[config.mk]
export PLATFORM = sky130hd
export DESIGN_NAME = keypad_event_queue_flat
export DESIGN_NICKNAME = d
export VERILOG_FILES = /design/src/rtl/keypad_event_queue_if.sv /design/src/rtl/keypad_event_queue.sv /design/src/flat_wrapper.sv
export SDC_FILE = /design/constraint.sdc
export NUM_CORES = 1
export LEC_CHECK = 0
export CORE_MARGIN = 1.5
export CORE_UTILIZATION = 24
export DETAILED_ROUTE_END_ITERATION = 10
export PLACE_DENSITY = 0.48
export SETUP_SLACK_MARGIN = 0.1
export SYNTH_ARGS = -nofsm -noshare
export SYNTH_HDL_FRONTEND = slang
export SYNTH_SLANG_ARGS = --single-unit
[constraint.sdc]
create_clock -name clk_100Hz -period 3.8 [get_ports clk_100Hz]
set_input_delay 0.76 -clock clk_100Hz [delete_from_list [all_inputs] [get_ports clk_100Hz]]
set_output_delay 0.76 -clock clk_100Hz [all_outputs]
set_load 0.1 [all_outputs]
[src/rtl/keypad_event_queue_if.sv]
`default_nettype none
// ============================================================================
//  Module      : keypad_event_queue_if
//  Description : Bundle between the keypad event queue and its consumer.
//                Carries the decoded key code into the queue and the event
//                valid/ready handshake, held-key status and overflow flag out.
//  Modports    : master - the event queue (produces events, consumes keys)
//                slave  - the decoder/consumer side (drives keys and ready)
//  Signals     : keyValue[3:0]  decoded key code, 0-8 valid, 9-15 none
//                evtReady       consumer accepts the head event
//                clrOverflow    clears the sticky overflow flag
//                evtValid       event queue non-empty
//                evtCode[3:0]   head event key code
//                heldKey[3:0]   debounced held key, 9 when none
//                overflow       a confirmed press was dropped (sticky)
//  Revision    : 1.0 - initial release
// ============================================================================
interface keypad_event_queue_if;
    logic [3:0] keyValue;
    logic       evtReady;
    logic       clrOverflow;
    logic       evtValid;
    logic [3:0] evtCode;
    logic [3:0] heldKey;
    logic       overflow;

    modport master (
        input  keyValue,
        input  evtReady,
        input  clrOverflow,
        output evtValid,
        output evtCode,
        output heldKey,
        output overflow
    );

    modport slave (
        output keyValue,
        output evtReady,
        output clrOverflow,
        input  evtValid,
        input  evtCode,
        input  heldKey,
        input  overflow
    );
endinterface
`default_nettype wire

[src/rtl/keypad_event_queue.sv]
`default_nettype none
// ============================================================================
//  Module      : keypad_event_queue
//  Description : Debounces the per-cycle decoded keypad code over 4-cycle
//                row-scan windows, turns each confirmed press into a single
//                event and queues events in a first-word-fall-through FIFO
//                behind a valid/ready handshake. Also reports the held key.
//  Ports       : clk_100Hz  scan clock shared with the keypad decoder
//                reset      asynchronous, active-low
//                kp_io      keypad_event_queue_if.master (keys in, events out)
//  Parameters  : DEBOUNCE_WIN  clean windows to confirm a press (1-7)
//                RELEASE_WIN   empty windows to confirm a release (1-7)
//                FIFO_DEPTH    event queue depth, power of two (2-16)
//  Revision    : 1.0 - initial release
// ============================================================================
module keypad_event_queue #(
    parameter int DEBOUNCE_WIN = 3,
    parameter int RELEASE_WIN  = 2,
    parameter int FIFO_DEPTH   = 4
) (
    input  logic                   clk_100Hz,
    input  logic                   reset,
    keypad_event_queue_if.master   kp_io
);

    localparam int               PTR_W   = $clog2(FIFO_DEPTH);
    localparam logic [2:0]       DEB_CNT = 3'(DEBOUNCE_WIN);
    localparam logic [2:0]       REL_CNT = 3'(RELEASE_WIN);
    localparam logic [3:0]       NO_KEY  = 4'd9;
    localparam logic [PTR_W-1:0] PTR_ONE = 1;
    localparam logic [PTR_W:0]   CNT_ONE = 1;
    localparam logic [PTR_W:0]   DEPTH_C = (PTR_W+1)'(FIFO_DEPTH);

    typedef enum logic [1:0] {
        S_IDLE      = 2'd0,
        S_PRESSING  = 2'd1,
        S_HELD      = 2'd2,
        S_RELEASING = 2'd3
    } state_t;

    // ------------------------------------------------------------------
    // Window sampling
    // ------------------------------------------------------------------
    logic [1:0] phase_q;
    logic       win_seen_q, win_seen_d;
    logic [3:0] win_code_q, win_code_d;
    logic       win_conf_q, win_conf_d;

    logic       sample_ok;
    logic       seen_now;
    logic [3:0] code_now;
    logic       conf_now;
    logic       win_end;
    logic       win_empty;
    logic       win_clean;

    // The evaluation on phase 3 must include that cycle's own sample, so the
    // window classification is built from the registered state plus the
    // current code rather than from the registers alone.
    always_comb begin
        sample_ok = (kp_io.keyValue <= 4'd8);
        seen_now  = win_seen_q | sample_ok;
        code_now  = win_seen_q ? win_code_q : kp_io.keyValue;
        conf_now  = win_conf_q |
                    (win_seen_q & sample_ok & (kp_io.keyValue != win_code_q));
        win_end   = (phase_q == 2'd3);
        win_empty = ~seen_now;
        win_clean = seen_now & ~conf_now;

        if (win_end) begin
            win_seen_d = 1'b0;
            win_code_d = 4'd0;
            win_conf_d = 1'b0;
        end else begin
            win_seen_d = seen_now;
            win_code_d = code_now;
            win_conf_d = conf_now;
        end
    end

    always_ff @(posedge clk_100Hz or negedge reset) begin
        if (!reset) begin
            phase_q    <= 2'd0;
            win_seen_q <= 1'b0;
            win_code_q <= 4'd0;
            win_conf_q <= 1'b0;
        end else begin
            phase_q    <= phase_q + 2'd1;
            win_seen_q <= win_seen_d;
            win_code_q <= win_code_d;
            win_conf_q <= win_conf_d;
        end
    end

    // ------------------------------------------------------------------
    // Debounce FSM, advanced only at window end
    // ------------------------------------------------------------------
    state_t     state_q, state_d;
    logic [3:0] cand_q,  cand_d;
    logic [2:0] cnt_q,   cnt_d;
    logic       push;

    always_comb begin
        state_d = state_q;
        cand_d  = cand_q;
        cnt_d   = cnt_q;
        push    = 1'b0;

        if (win_end) begin
            case (state_q)
                S_IDLE: begin
                    if (win_clean) begin
                        cand_d = code_now;
                        if (DEB_CNT == 3'd1) begin
                            state_d = S_HELD;
                            cnt_d   = 3'd0;
                            push    = 1'b1;
                        end else begin
                            state_d = S_PRESSING;
                            cnt_d   = 3'd1;
                        end
                    end
                end
                S_PRESSING: begin
                    if (win_clean) begin
                        if (code_now == cand_q) begin
                            if (cnt_q + 3'd1 == DEB_CNT) begin
                                state_d = S_HELD;
                                cnt_d   = 3'd0;
                                push    = 1'b1;
                            end else begin
                                cnt_d = cnt_q + 3'd1;
                            end
                        end else begin
                            // A different key restarts the count on it.
                            cand_d = code_now;
                            cnt_d  = 3'd1;
                        end
                    end else begin
                        state_d = S_IDLE;
                        cnt_d   = 3'd0;
                    end
                end
                S_HELD: begin
                    if (win_empty) begin
                        if (REL_CNT == 3'd1) begin
                            state_d = S_IDLE;
                            cnt_d   = 3'd0;
                        end else begin
                            state_d = S_RELEASING;
                            cnt_d   = 3'd1;
                        end
                    end else begin
                        // Same key, a second key or a conflict: keep holding.
                        cnt_d = 3'd0;
                    end
                end
                S_RELEASING: begin
                    if (win_empty) begin
                        if (cnt_q + 3'd1 == REL_CNT) begin
                            state_d = S_IDLE;
                            cnt_d   = 3'd0;
                        end else begin
                            cnt_d = cnt_q + 3'd1;
                        end
                    end else if (win_clean) begin
                        if (code_now == cand_q) begin
                            // Bounce during release: resume holding, no event.
                            state_d = S_HELD;
                            cnt_d   = 3'd0;
                        end else begin
                            cand_d  = code_now;
                            cnt_d   = 3'd1;
                            state_d = S_PRESSING;
                        end
                    end else begin
                        state_d = S_IDLE;
                        cnt_d   = 3'd0;
                    end
                end
                default: begin
                    state_d = S_IDLE;
                    cnt_d   = 3'd0;
                end
            endcase
        end
    end

    always_ff @(posedge clk_100Hz or negedge reset) begin
        if (!reset) begin
            state_q <= S_IDLE;
            cand_q  <= 4'd0;
            cnt_q   <= 3'd0;
        end else begin
            state_q <= state_d;
            cand_q  <= cand_d;
            cnt_q   <= cnt_d;
        end
    end

    // ------------------------------------------------------------------
    // Event FIFO (first-word fall-through)
    // ------------------------------------------------------------------
    logic [3:0]       mem_q [FIFO_DEPTH];
    logic [PTR_W-1:0] wr_ptr_q, wr_ptr_d;
    logic [PTR_W-1:0] rd_ptr_q, rd_ptr_d;
    logic [PTR_W:0]   count_q,  count_d;
    logic             overflow_q, overflow_d;

    logic fifo_valid;
    logic fifo_full;
    logic pop;
    logic wr_en;

    always_comb begin
        fifo_valid = (count_q != '0);
        fifo_full  = (count_q == DEPTH_C);
        pop        = fifo_valid & kp_io.evtReady;
        // A pop in the same cycle frees the slot, so a full queue still accepts.
        wr_en      = push & (~fifo_full | pop);

        wr_ptr_d = wr_en ? (wr_ptr_q + PTR_ONE) : wr_ptr_q;
        rd_ptr_d = pop   ? (rd_ptr_q + PTR_ONE) : rd_ptr_q;

        count_d = count_q;
        if (wr_en && !pop) begin
            count_d = count_q + CNT_ONE;
        end else if (!wr_en && pop) begin
            count_d = count_q - CNT_ONE;
        end

        // Set has priority over clear.
        if (push && fifo_full && !pop) begin
            overflow_d = 1'b1;
        end else if (kp_io.clrOverflow) begin
            overflow_d = 1'b0;
        end else begin
            overflow_d = overflow_q;
        end
    end

    always_ff @(posedge clk_100Hz or negedge reset) begin
        if (!reset) begin
            wr_ptr_q   <= '0;
            rd_ptr_q   <= '0;
            count_q    <= '0;
            overflow_q <= 1'b0;
        end else begin
            wr_ptr_q   <= wr_ptr_d;
            rd_ptr_q   <= rd_ptr_d;
            count_q    <= count_d;
            overflow_q <= overflow_d;
        end
    end

    // Storage needs no reset: reads are masked while the queue is empty.
    always_ff @(posedge clk_100Hz) begin
        if (wr_en) begin
            mem_q[wr_ptr_q] <= cand_d;
        end
    end

    // ------------------------------------------------------------------
    // Outputs
    // ------------------------------------------------------------------
    always_comb begin
        kp_io.evtValid = fifo_valid;
        kp_io.evtCode  = fifo_valid ? mem_q[rd_ptr_q] : 4'd0;
        kp_io.heldKey  = ((state_q == S_HELD) || (state_q == S_RELEASING))
                         ? cand_q : NO_KEY;
        kp_io.overflow = overflow_q;
    end

endmodule
`default_nettype wire

[src/flat_wrapper.sv]
// flat-port wrapper written by rule: the top's interface ports become plain ports
module keypad_event_queue_flat 
#(
    parameter int DEBOUNCE_WIN = 3,
    parameter int RELEASE_WIN  = 2,
    parameter int FIFO_DEPTH   = 4
)
  (clk_100Hz, reset, kp_io_keyValue, kp_io_evtReady, kp_io_clrOverflow, kp_io_evtValid, kp_io_evtCode, kp_io_heldKey, kp_io_overflow);
  keypad_event_queue_if kp_io_i ();
  input  logic clk_100Hz;
  input  logic reset;
  input wire logic [$bits(kp_io_i.keyValue)-1:0] kp_io_keyValue;
  input wire logic [$bits(kp_io_i.evtReady)-1:0] kp_io_evtReady;
  input wire logic [$bits(kp_io_i.clrOverflow)-1:0] kp_io_clrOverflow;
  output wire logic [$bits(kp_io_i.evtValid)-1:0] kp_io_evtValid;
  output wire logic [$bits(kp_io_i.evtCode)-1:0] kp_io_evtCode;
  output wire logic [$bits(kp_io_i.heldKey)-1:0] kp_io_heldKey;
  output wire logic [$bits(kp_io_i.overflow)-1:0] kp_io_overflow;
  assign kp_io_i.keyValue = kp_io_keyValue;
  assign kp_io_i.evtReady = kp_io_evtReady;
  assign kp_io_i.clrOverflow = kp_io_clrOverflow;
  assign kp_io_evtValid = kp_io_i.evtValid;
  assign kp_io_evtCode = kp_io_i.evtCode;
  assign kp_io_heldKey = kp_io_i.heldKey;
  assign kp_io_overflow = kp_io_i.overflow;
  keypad_event_queue #(.DEBOUNCE_WIN(DEBOUNCE_WIN), .RELEASE_WIN(RELEASE_WIN), .FIFO_DEPTH(FIFO_DEPTH)) u_core (.clk_100Hz(clk_100Hz), .reset(reset), .kp_io(kp_io_i));
endmodule
==> results.sh, run 1 <==
export IMPL_clk_pin_slew_ps=80
export IMPL_syn_to_final_growth_pct=18.7
export IMPL_design_core_area_um2=8340
export IMPL_synth_edf_count=16
export IMPL_route_final_wire_length_um=3970
export IMPL_synthDominantCellAreaShare_pct=29.8
export IMPL_clock_sinks=41
export IMPL_pin_count_of_the_biggest_net_entering_global_routing=26
export IMPL_gp_routability_congestion=0.680
export IMPL_outcome="finished, final reports clean"
export IMPL_sum_neg_setup_slack_ps=0
export IMPL_dpl_hpwl_um=2950
export IMPL_antenna_violating_nets_post_route=0
export IMPL_start_point_of_the_worst_min_delay_path="u_core.phase_q[0]"
export IMPL_detailroute_via_count=1304
export IMPL_worst_setup_path_startpoint="kp_io_keyValue[1]"
export IMPL_grt_remaining_overflow=0
export IMPL_via_count_of_the_first_global_routing_pass=1332
export IMPL_synth_area_leader_cell="dfrtp_1"
export IMPL_cts_root_buffer_cell="clkbuf_8"
export IMPL_maxCapViolCount=0
export IMPL_required_ps=4020
export IMPL_antenna_violations_before_repair=0
export IMPL_postCtsSetupBuffers=0
export IMPL_critical_path_reg2reg_startpoint="u_core.win_seen_q"
export IMPL_firstDrtPassIters=4
export IMPL_rows=33
export IMPL_worst_slew_margin_rel_pct=34.5
export IMPL_wire_per_inst_um=13.3
export IMPL_grt_pass1_wl_um=6810
export IMPL_stdcell_area_um2=2490
export IMPL_cts_tree="built"
export IMPL_critical_path_top_delay_family="compound AO/OA/AOI/OAI gates"
export IMPL_viasPerCell=4.38
export IMPL_synthesized_area_per_cell_um2=12.2
export IMPL_ctsResizeCount=0
export IMPL_post_layout_nonfiller_instances=298
export IMPL_worst_hold_path_type="register to register"
export IMPL_register_bit_total_from_synthesis=41
export IMPL_rsz0062_at_grt="false"
export IMPL_post_synth_num_cell_types=46
export IMPL_cp_cell_sequence="clkdlybuf4s50_1 > o31ai_1 > nor2_1 > a211oi_1 > nor3b_4 > ha_1 > inv_1 > fa_1 > xor2_1 > nor2_1 > xor2_1"
export IMPL_clock_insertion_delay_worst_skew_ps=300
export IMPL_drc=0
export IMPL_timing_worst_setup_path_type="input pin to register"
export IMPL_final_setup_viol_count=0
export IMPL_synth_top_cells_by_area="dfrtp_1, edfxtp_1, xnor2_1"
export IMPL_place_inst=290
export IMPL_yosys_most_used_dff="dfrtp_1"
export IMPL_syn_num_nets=190
export IMPL_postSynth_asyncResetShare_pct=61.0
export IMPL_critical_path_endpoint_type="register"
export IMPL_mostFrequentLayoutCells="dfrtp_1, nor2_1, edfxtp_1, xnor2_1, buf_4"
export IMPL_post_syn_instances=172
export IMPL_cts_max_level=2
export IMPL_fin_skew_ps=7.41
export IMPL_hold_buffers=0
export IMPL_path_max_fanout=4
export IMPL_timing_critical_path_slowest_stage_cell="clkdlybuf4s50_1"
export IMPL_synth_warning_count=0
export IMPL_hold_viol=0
export IMPL_maximum_resistive_drop_on_vdd_mv=0.282
export IMPL_placed_area_um2=2370
export IMPL_floorplan_die_width_um=96.5
export IMPL_clock_tree_buffer_depth=2
export IMPL_fp_dieArea_um2=9310
export IMPL_sequential_element_share_of_the_synthesized_area_pct=52.7
export IMPL_element_type_at_the_critical_path_start="input pin"
export IMPL_slew_viols_final=0
export IMPL_die_height_um=96.5
export IMPL_drtIter0Drc=47
export IMPL_top_level_ports=18
export IMPL_layout_worst_path_cycle_share_pct=84.7
export IMPL_final_nets=210
export IMPL_power_density_nw_per_um2=627
export IMPL_maxClockFrequency_mhz=311
export IMPL_antenna_cells_inserted=0
export IMPL_crit_path_buffers_inverters=2
export IMPL_final_layout_size_suffix_gt1_share_pct=19.2
export IMPL_port_buffers=17
export IMPL_synthesis_area_um2=2100
export IMPL_p_leak_nw=0.955
export IMPL_worst_ep_arrival_ps=3440
export IMPL_critPathMaxStageDelay_ps=470
export IMPL_final_period_minus_worst_setup_slack_ps=3220
export IMPL_mostFrequentLayoutCell="dfrtp_1"
export IMPL_gr_usage_all_layers_pct=9.74
export IMPL_cts_buffers_inserted=5
export IMPL_tightestPinTransition_ps=980
export IMPL_floorplan_initialDensity_pct=25.1
## worst register-to-register path: stages (launching register included)
cell	delay [ps]
dfrtp_1	540
mux2i_2	360
xnor2_1	150
nor4_4	350
nand3_2	130
nor3b_4	220
ha_1	210
inv_1	60
fa_1	370
xor2_1	150
nor2_1	110
xor2_1	160
## path summary, 6_finish.rpt
| kind | slack, ps | cells after the start | to |
|---|---|---|---|
| worst max-delay path | 580 | 11 | u_core.count_q[2] |
| worst min-delay path | 420 | 1 | u_core.phase_q[0] |
| worst max register to register | 900 | 11 | u_core.count_q[2] |
| worst min register to register | 420 | 1 | u_core.phase_q[0] |
| max in group asynchronous | 2710 | 2 | u_core.wr_ptr_q[1] |
| min in group asynchronous | 830 | 2 | u_core.cnt_q[2] |
## metrics by stage
stage                     power, mW  hold slack [ps]  setup slack (ps)  utilization [%]
final                          1.56              424               580             29.9
after global routing           1.64              434               380             29.9
after CTS                      1.58              430               576             29.9
after detailed placement       1.22              418               284             28.5
after global placement         1.21              419               301             28.5
after floorplan                1.08              401               702                -
## layout make-up
| class | instances | area (um2) |
|---|---|---|
| sequential | 41 | 1110 |
| multi-input combinational | 114 | 920 |
| tap | 105 | 131 |
| clock inverter | 3 | 46.3 |
| inverter | 8 | 30.0 |
| timing repair buffer | 22 | 188 |
| clock buffer | 5 | 68.8 |
| fill | 851 | 5850 |
## power by group
group / switching, mW / internal [mW] / leakage, nW
clock: 0.164 / 0.197 / 0.0543
sequential: 0.0896 / 0.532 / 0.444
combinational: 0.376 / 0.202 / 0.456
total: 0.630 / 0.931 / 0.955
## state kept, by name (all words and copies together) (netlist names)
name	cells
u_core.kp_io.overflow	1
u_core.rd_ptr_q	2
u_core.cand_q	4
u_core.win_seen_q	1
u_core.phase_q	2
u_core.count_q	3
u_core.win_code_q	4
u_core.state_q	2
u_core.mem_q	16
u_core.wr_ptr_q	2
u_core.cnt_q	3
u_core.win_conf_q	1
## layer usage
layer  vias up  global-route usage, %  share of wire (%)
met5         -                      0                  0
met4         0                   2.54                1.0
met3         4                   2.35                3.3
met2        23                   15.6                 44
met1       632                   13.1                 51
li1        645                      -                  -
## cell families after synthesis
family	count (synthesis)	synth area share, %
AOI/OAI and AO/OA	25	8.06
xor gates and xnor gates	15	6.27
adders and majority gates	10	6.32
buffers and inverters	17	3.40
DFF	41	52.7
muxes	11	8.35
and+or+nand+nor	53	14.9
## synthesized netlist by cell type (2+ instances only)
| library cell | instances |
|---|---|
| ha_1 | 9 |
| mux2i_1 | 2 |
| nor2_1 | 18 |
| a31oi_1 | 2 |
| and2_1 | 12 |
| dfrtp_1 | 25 |
| o21ai_0 | 3 |
| inv_1 | 8 |
| a21oi_1 | 8 |
| or3_1 | 2 |
| xnor2_1 | 13 |
| edfxtp_1 | 16 |
| xor2_1 | 2 |
| mux4_2 | 4 |
| and3_1 | 2 |
| mux2i_2 | 2 |
| nand2b_1 | 4 |
| mux2_2 | 2 |
| clkbuf_1 | 8 |
| nand2_1 | 4 |
Power figures use the tool's default switching activity.
==> run 2: changes to the inputs <==
- PLACE_DENSITY: 0.48 -> 0.49
- clock period: 3.8 -> 2.9 ns (I/O delays scaled with it)
==> results.sh, run 2 (synthesis gave the netlist of run 1 again) <==
export IMPL_worst_slew_margin_rel_pct=53.3
export IMPL_timing_worst_setup_path_type="input pin to register"
export IMPL_critical_path_reg2reg_startpoint="u_core.win_seen_q"
export IMPL_cpMostUsedCell="xor2_1"
export IMPL_clock_insertion_delay_worst_skew_ps=290
export IMPL_grt_pass1_wl_um=7000
export IMPL_final_layout_size_suffix_gt1_share_pct=32.4
export IMPL_reg_largest_list="u_core.mem_q (16), u_core.cand_q (4), u_core.win_code_q (4)"
export IMPL_top_level_ports=18
export IMPL_placed_area_um2=2470
export IMPL_cts_root_buffer_cell="clkbuf_8"
export IMPL_port_buffers=17
export IMPL_clk_pin_slew_ps=80
export IMPL_stdcell_area_um2=2720
export IMPL_tightestPinTransition_ps=701
export IMPL_floorplan_initialDensity_pct=25.1
export IMPL_path_max_fanout=3
export IMPL_cp_cell_sequence="dlygate4sd2_1 > mux2i_2 > xnor2_1 > nor4_4 > nand3_2 > nor3b_4 > ha_2 > inv_1 > fa_2 > xor2_1 > nor2_1 > xor2_1"
export IMPL_drc=0
export IMPL_rows=33
export IMPL_outcome="finished, final reports clean"
export IMPL_mostFrequentLayoutCell="buf_4"
export IMPL_gr_usage_all_layers_pct=10.2
export IMPL_worst_hold_path_type="register to register"
export IMPL_antenna_violating_nets_post_route=0
export IMPL_via_count_of_the_first_global_routing_pass=1442
export IMPL_largest_register="u_core.mem_q"
export IMPL_detailroute_via_count=1394
export IMPL_cts_max_level=2
export IMPL_place_inst=304
export IMPL_layout_worst_path_cycle_share_pct=93.6
export IMPL_fp_dieArea_um2=9310
export IMPL_viasPerCell=4.38
export IMPL_clock_tree_buffer_depth=2
export IMPL_timing_critical_path_slowest_stage_cell="nor4_4"
export IMPL_maxClockFrequency_mhz=368
export IMPL_grt_remaining_overflow=0
export IMPL_power_density_nw_per_um2=814
export IMPL_pin_count_of_the_biggest_net_entering_global_routing=26
export IMPL_gp_routability_congestion=0.697
export IMPL_post_layout_nonfiller_instances=318
export IMPL_route_final_wire_length_um=4100
export IMPL_mostFrequentLayoutCells="buf_4, dfrtp_1, nor2_1, edfxtp_1, and2_1"
export IMPL_largest_register_ff_count=16
export IMPL_design_core_area_um2=8340
export IMPL_maxCapViolCount=0
export IMPL_die_height_um=96.5
export IMPL_critPathMaxStageDelay_ps=350
export IMPL_maximum_resistive_drop_on_vdd_mv=0.260
export IMPL_dpl_hpwl_um=2910
export IMPL_worst_ep_arrival_ps=2920
export IMPL_rsz0062_at_grt="true"
export IMPL_antenna_violations_before_repair=0
export IMPL_final_period_minus_worst_setup_slack_ps=2710
export IMPL_final_setup_viol_count=0
export IMPL_cts_tree="built"
export IMPL_start_point_of_the_worst_min_delay_path="u_core.phase_q[0]"
export IMPL_critical_path_endpoint_type="register"
export IMPL_hold_viol=0
export IMPL_floorplan_die_width_um=96.5
export IMPL_wire_per_inst_um=12.9
export IMPL_required_ps=3110
export IMPL_final_core_util_pct=32.6
export IMPL_fin_skew_ps=7.44
export IMPL_worst_setup_path_startpoint="kp_io_keyValue[3]"
export IMPL_cts_buffers_inserted=5
export IMPL_firstDrtPassIters=4
export IMPL_element_type_at_the_critical_path_start="input pin"
export IMPL_antenna_cells_inserted=0
export IMPL_drtIter0Drc=41
export IMPL_p_leak_nw=1.09
export IMPL_syn_to_final_growth_pct=29.5
export IMPL_final_nets=230
export IMPL_clock_sinks=41
export IMPL_slew_viols_final=0
run 2: stage by stage:
step	setup TNS [ps]	worst slack [ps]	hold slack (ps)	total power [mW]
floorplan	0	72.9	284	1.42
finish	0	186	434	2.21
global placement	-926	-317	413	1.64
detailed placement	-1380	-357	426	1.64
CTS	0	115	439	2.24
global route	0	47.2	443	2.34
run 2: metal layers:
layer,GRT usage [%],up-vias,part of all wire [%]
li1,-,684,-
met1,13.4,683,49
met2,16.3,21,46
met3,2.58,6,3.4
met4,3.26,0,1.4
met5,0,-,0
run 2: repair_timing:
item,CTS,global route
pin swaps,7,1
hold buffers,0,0
resized for setup,15,1
gates cloned,0,0
endpoints found under the setup margin,2,2
buffers inserted,3,3
hold endpoints to repair,0,0
run 2: area by class of cell:
| class | instances | area (um2) |
|---|---|---|
| Fill cell | 863 | 5620 |
| Multi-Input combinational cell | 114 | 982 |
| Sequential cell | 41 | 1110 |
| Tap cell | 105 | 131 |
| Inverter | 8 | 30.0 |
| Clock inverter | 3 | 68.8 |
| Clock buffer | 5 | 68.8 |
| Timing Repair Buffer | 42 | 328 |
run 2: path summary, 6_finish.rpt:
path / endpoint / slack [ps] / cells past startpoint
setup / recovery: u_core.count_q[2] / 190 / 12
hold / removal: u_core.phase_q[0] / 430 / 1
max in group asynchronous: u_core.win_seen_q / 1980 / 2
hold reg to reg: u_core.phase_q[0] / 430 / 1
setup reg to reg: u_core.count_q[2] / 220 / 11
min in group asynchronous: u_core.cnt_q[2] / 640 / 2
run 2: where the power goes:
| group | switching (mW) | internal [mW] |
|---|---|---|
| Combinational | 0.518 | 0.329 |
| Sequential | 0.114 | 0.697 |
| Clock | 0.207 | 0.347 |
| Total | 0.839 | 1.37 |
run 2: critical path, delay by kind of cell:
kind / cells / cell delay [ps]
simple gates: 4 / 810
buf+inv: 2 / 340
xor+xnor: 3 / 430
fa+ha+maj: 2 / 540
mux: 1 / 210
